**src/rtl/alu_ctl_exec.sv**
```systemverilog
// RV32I execute stage: decodes {instr[30], funct3} and the opcode into a 7-bit ALU
// control code, runs the 32-bit operation, and registers control, result and branch flag.
module alu_ctl_exec #(
  parameter int WIDTH = 32
) (
  input  logic             clk,
  input  logic             rst_n,
  input  logic [3:0]       func_code,
  input  logic [6:0]       opcode,
  input  logic [WIDTH-1:0] a,
  input  logic [WIDTH-1:0] b,
  output logic [6:0]       alu_ctl,
  output logic [WIDTH-1:0] alu_out,
  output logic             branch_enable
);

  localparam logic [6:0] C_AND   = 7'h00;
  localparam logic [6:0] C_OR    = 7'h01;
  localparam logic [6:0] C_ADD   = 7'h02;
  localparam logic [6:0] C_SUB   = 7'h03;
  localparam logic [6:0] C_SLT   = 7'h04;
  localparam logic [6:0] C_SLTU  = 7'h05;
  localparam logic [6:0] C_SLL   = 7'h06;
  localparam logic [6:0] C_SRL   = 7'h07;
  localparam logic [6:0] C_SRA   = 7'h08;
  localparam logic [6:0] C_XOR   = 7'h09;
  localparam logic [6:0] C_PASSB = 7'h0A;
  localparam logic [6:0] C_BEQ   = 7'h40;
  localparam logic [6:0] C_BNE   = 7'h41;
  localparam logic [6:0] C_BLT   = 7'h44;
  localparam logic [6:0] C_BGE   = 7'h45;
  localparam logic [6:0] C_BLTU  = 7'h46;
  localparam logic [6:0] C_BGEU  = 7'h47;
  localparam logic [6:0] C_NOP   = 7'h7F;

  localparam logic [6:0] OP_R      = 7'b0110011;
  localparam logic [6:0] OP_I      = 7'b0010011;
  localparam logic [6:0] OP_LOAD   = 7'b0000011;
  localparam logic [6:0] OP_STORE  = 7'b0100011;
  localparam logic [6:0] OP_AUIPC  = 7'b0010111;
  localparam logic [6:0] OP_JAL    = 7'b1101111;
  localparam logic [6:0] OP_JALR   = 7'b1100111;
  localparam logic [6:0] OP_LUI    = 7'b0110111;
  localparam logic [6:0] OP_BRANCH = 7'b1100011;

  typedef struct packed {
    logic [6:0]       ctl;
    logic [WIDTH-1:0] res;
    logic             br;
  } exec_rsp_t;

  logic [2:0]  funct3;
  logic        alt;
  logic [6:0]  ctl;
  logic [4:0]  shamt;
  logic        lt_s, lt_u, eq;
  exec_rsp_t   rsp_d, rsp_q;

  assign funct3 = func_code[2:0];
  assign alt    = func_code[3];
  assign shamt  = b[4:0];
  assign eq     = (a == b);
  assign lt_s   = ($signed(a) < $signed(b));
  assign lt_u   = (a < b);

  // I-type shares the R-type table except that bit 30 is immediate data for ADDI.
  always_comb begin
    ctl = C_NOP;
    case (opcode)
      OP_R, OP_I: begin
        case (funct3)
          3'b000: ctl = (alt && opcode == OP_R) ? C_SUB : C_ADD;
          3'b001: ctl = C_SLL;
          3'b010: ctl = C_SLT;
          3'b011: ctl = C_SLTU;
          3'b100: ctl = C_XOR;
          3'b101: ctl = alt ? C_SRA : C_SRL;
          3'b110: ctl = C_OR;
          default: ctl = C_AND;
        endcase
      end
      OP_LOAD, OP_STORE, OP_AUIPC, OP_JAL, OP_JALR: ctl = C_ADD;
      OP_LUI: ctl = C_PASSB;
      OP_BRANCH: begin
        case (funct3)
          3'b010, 3'b011: ctl = C_NOP;
          default:        ctl = {4'b1000, funct3};
        endcase
      end
      default: ctl = C_NOP;
    endcase
  end

  always_comb begin
    rsp_d     = '0;
    rsp_d.ctl = ctl;
    case (ctl)
      C_AND:   rsp_d.res = a & b;
      C_OR:    rsp_d.res = a | b;
      C_ADD:   rsp_d.res = a + b;
      C_SUB:   rsp_d.res = a - b;
      C_SLT:   rsp_d.res = {{(WIDTH-1){1'b0}}, lt_s};
      C_SLTU:  rsp_d.res = {{(WIDTH-1){1'b0}}, lt_u};
      C_SLL:   rsp_d.res = a << shamt;
      C_SRL:   rsp_d.res = a >> shamt;
      C_SRA:   rsp_d.res = $unsigned($signed(a) >>> shamt);
      C_XOR:   rsp_d.res = a ^ b;
      C_PASSB: rsp_d.res = b;
      C_BEQ:   rsp_d.br  = eq;
      C_BNE:   rsp_d.br  = ~eq;
      C_BLT:   rsp_d.br  = lt_s;
      C_BGE:   rsp_d.br  = ~lt_s;
      C_BLTU:  rsp_d.br  = lt_u;
      C_BGEU:  rsp_d.br  = ~lt_u;
      default: rsp_d.res = '0;
    endcase
  end

  always_ff @(posedge clk or negedge rst_n) begin
    if (!rst_n) begin
      rsp_q.ctl <= C_NOP;
      rsp_q.res <= '0;
      rsp_q.br  <= 1'b0;
    end else begin
      rsp_q <= rsp_d;
    end
  end

  assign alu_ctl       = rsp_q.ctl;
  assign alu_out       = rsp_q.res;
  assign branch_enable = rsp_q.br;

endmodule

```
**config.mk**
```make
export PLATFORM = sky130hd
export DESIGN_NAME = alu_ctl_exec
export DESIGN_NICKNAME = d
export VERILOG_FILES = /design/src/rtl/alu_ctl_exec.sv
export SDC_FILE = /design/constraint.sdc
export NUM_CORES = 1
export LEC_CHECK = 0
export CORE_MARGIN = 2
export CORE_UTILIZATION = 60
export DETAILED_ROUTE_END_ITERATION = 16
export GPL_TIMING_DRIVEN = 0
export PLACE_DENSITY = 0.84
export SYNTH_ARGS = -nofsm -noshare
export SYNTH_HDL_FRONTEND = slang
export SYNTH_SLANG_ARGS = --single-unit
```
**constraint.sdc**
```tcl
create_clock -name clk -period 0.9 [get_ports clk]
set_clock_uncertainty 0.15 [all_clocks]
set_input_delay 0.09 -clock clk [delete_from_list [all_inputs] [get_ports clk]]
set_output_delay 0.09 -clock clk [all_outputs]
set_load 0.05 [all_outputs]
```
==> flow_summary.yaml, run 1 <==
placement:
  hpwl_mm: 41.1
  gp_congestion: 1.24
  port_buffers: 115
  placed_cell_area_mm2: 0.0121
  placed_cells: 1840
outcome:
  stop_error: "[ERROR GRT-0116] Global routing finished with congestion. Check the congestion regions in the DRC Viewer."
  outcome: "did not finish"
  lastStage: "global routing (5_1_grt)"
yosys:
  postSynthCellCount: 1505
  avgSynthCellArea_um2: 6.86
  synth_cell_type_count: 93
  yosys_register_bits: 39
  syn-cell-area_mm2: 0.0103
  synth-edff-count: 0
  yosys_warnings: 0
  ys.flop_type: "dfrtp_1"
  syn-num-nets: 1681
  ys_seq_area_frac: 0.0953
  async_flop_share: 1.00
floorplanning:
  die_h_um: 135
  io-pin-count: 117
  die_x_um: 135
  rows: 47
  start_util: 0.618
clock_network:
  numClockSinks: 39
  ctsHtreeMaxLevel: 2
  cts_buffer_depth: 2
  cts_buffers: 5
  root_buffer: "clkbuf_16"
global_route:
  grt_use_total: 0.762
  grt_max_degree: 40
  grt_first_pass_wirelength_mm: 105
  first_global_vias: 16900
  grt-ovfl-total: 21
==> metrics by stage <==
| stage | worst slack (ns) | hold slack [ns] |
|---|---|---|
| after floorplan | -2.14 | -0.356 |
| after global placement | -3.66 | 0.319 |
| after detailed placement | -3.61 | 0.161 |
| after CTS | -2.36 | -0.148 |
==> repair_timing <==
action / 4_1_cts
endpoints found under the hold margin: 34
pin swaps: 88
cloned: 1
hold buffers: 2
buffers inserted: 92
endpoints found under the setup margin: 79
gates resized for setup: 768
==> logic make-up after synthesis <==
logic type / count (synthesis) / share of synthesized area
xor gates and xnor gates: 10 / 0.00849
muxes: 73 / 0.0971
AOI/OAI and AO/OA: 572 / 0.365
DFF: 39 / 0.0953
buffers and inverters: 224 / 0.0915
and+or+nand+nor: 488 / 0.222
adders and majority gates: 99 / 0.121
==> synth_stat cells, drive strengths merged, types with 5 or more instances <==
cell	instances	area, um^2
nor4	16	119
a21o	23	173
o21ai	137	689
or3	5	36.3
o31a	6	52.6
mux4	20	450
dfstp	6	158
nand2b	15	96.3
nor3b	5	37.5
o211ai	31	238
a31oi	17	106
nand4b	5	50.0
nor2b	12	82.6
o311ai	12	105
mux2	14	158
nand2	153	574
o31ai	12	104
clkbuf	70	265
nand4	11	68.8
o22ai	17	113
inv	107	402
o21a	11	90.1
o21bai	12	90.1
a211oi	29	223
ha	97	1210
a21oi	156	792
o221ai	19	166
nor2	172	653
dfrtp	33	826
or4	8	60.1
nor3	28	155
a31o	6	61.3
a22oi	12	90.1
and3	7	43.8
a21boi	5	37.5
and2	10	62.6
a221o	12	120
o2111ai	7	61.3
mux2i	39	394
buf	44	267
or2	7	43.8
nand3	30	155
xnor2	9	78.8
a221oi	20	175
==> routing by layer <==
metal  overflow  track usage
met1          0        0.778
met2         12        0.907
met3          0        0.627
met4          9        0.738
met5          0        0.258
==> inputs of run 2 (changes only) <==
--- a/config.mk
+++ b/config.mk
@@ -6,10 +6,10 @@
 export NUM_CORES = 1
 export LEC_CHECK = 0
 export CORE_MARGIN = 2
-export CORE_UTILIZATION = 60
+export CORE_UTILIZATION = 40
 export DETAILED_ROUTE_END_ITERATION = 16
 export GPL_TIMING_DRIVEN = 0
-export PLACE_DENSITY = 0.84
+export PLACE_DENSITY_LB_ADDON = 0.15
 export SYNTH_ARGS = -nofsm -noshare
 export SYNTH_HDL_FRONTEND = slang
 export SYNTH_SLANG_ARGS = --single-unit
==> run 2 against run 1 <==
- the flow now finishes, with violations (negative hold slack, negative setup slack)
- synthesized cell count is the same
- area after synthesis is the same
==> flow_summary.yaml, run 2 <==
sta:
  finalMaxSlewViolations: 0
  holdWs_ns: -0.467
  fin_crit_ns: 3.23
  relSlewSlack: 0.416
  hold_viol_final: 35
  setup-violations-final: 77
  tightest_slew_ns: 0.877
  layout_worst_path_cycle_share: 3.59
  worst_slack_ns: -2.33
  rsz0062_at_grt: "true"
  clock.fmax_mhz: 309
worst_setup_path:
  cp_max_fo: 10
  path_cells: "dlygate4sd2_1, inv_1, ha_4, inv_1, a21oi_1, o21a_1, o22ai_1, a311oi_2, o211ai_1, o311ai_2, buf_4, mux2_2, o22ai_2"
  cp-start-kind: "input port"
  endpoint_kind: "flop"
  crit_type: "in2reg"
  critical-path-max-stage-delay_ns: 0.54
  path_common_cell: "inv_1"
  worst_path_max_delay_cell: "dlygate4sd2_1"
  arrival_ns: 3.31
  worstPathRequired_ns: 0.97
floorplanning:
  start_util: 0.409
  die_h_um: 165
  die_x_um: 165
  rows: 58
  core_mm2: 0.0253
  die_area_mm2: 0.0271
  io-pin-count: 117
power_and_ir_drop:
  power.switching_w: 0.00696
  clkPwrFrac: 0.162
  power_density_mw_per_mm2: 868
  total_power_w: 0.0138
  internal_power_w: 0.00680
  comb_power_share: 0.695
  power_leakage_nw: 6.71
  pwr-share-seq: 0.143
  p_sw_frac: 0.506
  ir_drop_uv: 783
yosys:
  yosys_register_bits: 39
  synthTopCellsByArea: "ha_1 (12%), dfrtp_1 (8.0%), a21oi_1 (7.4%)"
  synth_most_common_cell: "nor2_1"
  async_flop_share: 1.00
  synth-edff-count: 0
  yosysTopAreaCell: "ha_1"
  syn-cell-area_mm2: 0.0103
  synth_cell_type_count: 93
  ys.flop_type: "dfrtp_1"
  syn-num-nets: 1681
  postSynthCellCount: 1505
  yosys_warnings: 0
  yosysTopAreaCellShare: 0.118
  avgSynthCellArea_um2: 6.86
  synthTopCellsByCount: "nor2_1 (169), a21oi_1 (153), nand2_1 (153)"
  ys_seq_area_frac: 0.0953
routing:
  drt_iter0_markers: 2090
  vias: 15000
  route.detailed.drc: 0
  wl_mm: 68.2
  dr.pass1.iters: 6
  wl_per_cell_um: 32.4
  antenna_left: 0
  vias_per_cell: 7.12
cells_and_area:
  final_cell_mix: "nor2_1 (151), nand2_1 (142), buf_4 (115), a21oi_1 (107), inv_1 (89)"
  nNetsFinal: 1945
  utilization: 0.628
  area_growth_pct: 53.7
  fillers: 2224
  largest_reg_flops: 32
  final_common_cell: "nor2_1"
  drive_gt1_frac: 0.372
outcome:
  outcome: "complete, but fails checks"
  violations: "negative hold slack, negative setup slack"
flow_run:
  max_cap_violations: 0
clock_network:
  root_buffer: "clkbuf_16"
  cts_hold_buf: 2
  clk_pin_slew_ns: 0.08
  cts_tree: "done"
  cts_buffer_depth: 2
  ctsHtreeMaxLevel: 2
  numClockSinks: 39
  cts_buffers: 5
global_route:
  antenna_found_initial: 3
  grt_max_degree: 30
  grt-ovfl-total: 0
  use_met1: 0.577
  grt_busiest_layer: "met2"
  gr-usage-met2: 0.747
  grt_use_total: 0.490
  first_global_vias: 14300
  met3_usage: 0.144
  grt_first_pass_wirelength_mm: 95.8
placement:
  gp_congestion: 1.04
  port_buffers: 115
  hpwl_mm: 49.2
min_path:
  hold_path.class: "in2async"
[run 2: cell counts after synthesis]
No cell type changed its count.
[run 2: worst max-delay path, delay by kind of cell]
| kind | cells | cell delay, ns |
|---|---|---|
| AO/OA/AOI/OAI | 7 | 1.41 |
| multiplexers | 1 | 0.34 |
| buffers and inverters | 4 | 1.05 |
| adder cells (fa/ha/maj) | 1 | 0.40 |
[run 2: what timing repair did]
action | in CTS | in global routing
buffers inserted | 120 | 29
endpoints found under the hold margin | 34 | 34
gates resized for setup | 933 | 102
gates cloned | 1 | 1
pin swaps | 112 | 54
setup endpoints to repair | 79 | 78
[run 2: path summary, 6_finish.rpt]
kind                           start                    end  slack, ns
min in group clk           opcode[3]   alu_ctl[6]$_DFF_PN1_      -0.06
max in group asynchronous      rst_n   alu_ctl[6]$_DFF_PN1_       0.51
worst min-delay path           rst_n   alu_out[7]$_DFF_PN0_      -0.47
worst max-delay path           a[22]  alu_out[30]$_DFF_PN0_      -2.33
[run 2: cell families after synthesis]
logic type,Yosys count,synth area share
muxes,73,0.0971
and+or+nand+nor,488,0.222
AOI/OAI and AO/OA,572,0.365
buffers and inverters,224,0.0915
xor gates and xnor gates,10,0.00849
DFF,39,0.0953
adders and majority gates,99,0.121
[run 2: cell type report]
type | instances | area, um^2 | area share
diodes | 2 | 5.00 | 0.000316
plain buffers | 103 | 1200 | 0.0755
clock buffers | 5 | 125 | 0.00789
clock inverters | 3 | 43.8 | 0.00276
inverters | 110 | 457 | 0.0288
multi-input cells | 1242 | 10000 | 0.632
flip-flops and latches | 39 | 983 | 0.0620
well taps | 330 | 413 | 0.0260
repair buffers | 268 | 2610 | 0.164
[run 2: layer usage]
metal | vias up | part of all wire
met4 | 2 | 0.099
met1 | 7098 | 0.35
met5 | - | 0.00022
li1 | 6088 | -
met2 | 1336 | 0.42
met3 | 446 | 0.12
[run 2: metrics by stage]
step / setup TNS (ns) / instances / setup slack [ns] / hold slack [ns] / cell area, um^2
after floorplan: -54.19 / 1505 / -2.14 / -0.356 / 10700
after global placement: -189.50 / 1950 / -4.05 / 0.323 / 12300
after global routing: -73.60 / 2100 / -2.32 / -0.463 / 15900
after detailed placement: -134.05 / 1952 / -4.04 / -0.149 / 12300
final: -71.70 / 2102 / -2.33 / -0.467 / 15900
after CTS: -66.88 / 2073 / -2.29 / -0.468 / 15300
[run 2: power groups by stage]
stage / registers (W) / logic (W) / clock network, W
floorplan: 0.00249 / 0.00389 / 0
finish: 0.00197 / 0.00957 / 0.00223
global route: 0.00198 / 0.00983 / 0.00230
CTS: 0.00197 / 0.00869 / 0.00222
global placement: 0.00197 / 0.00717 / 0
detailed placement: 0.00197 / 0.00716 / 0
Note: power is estimated with default switching activity, not from simulation.
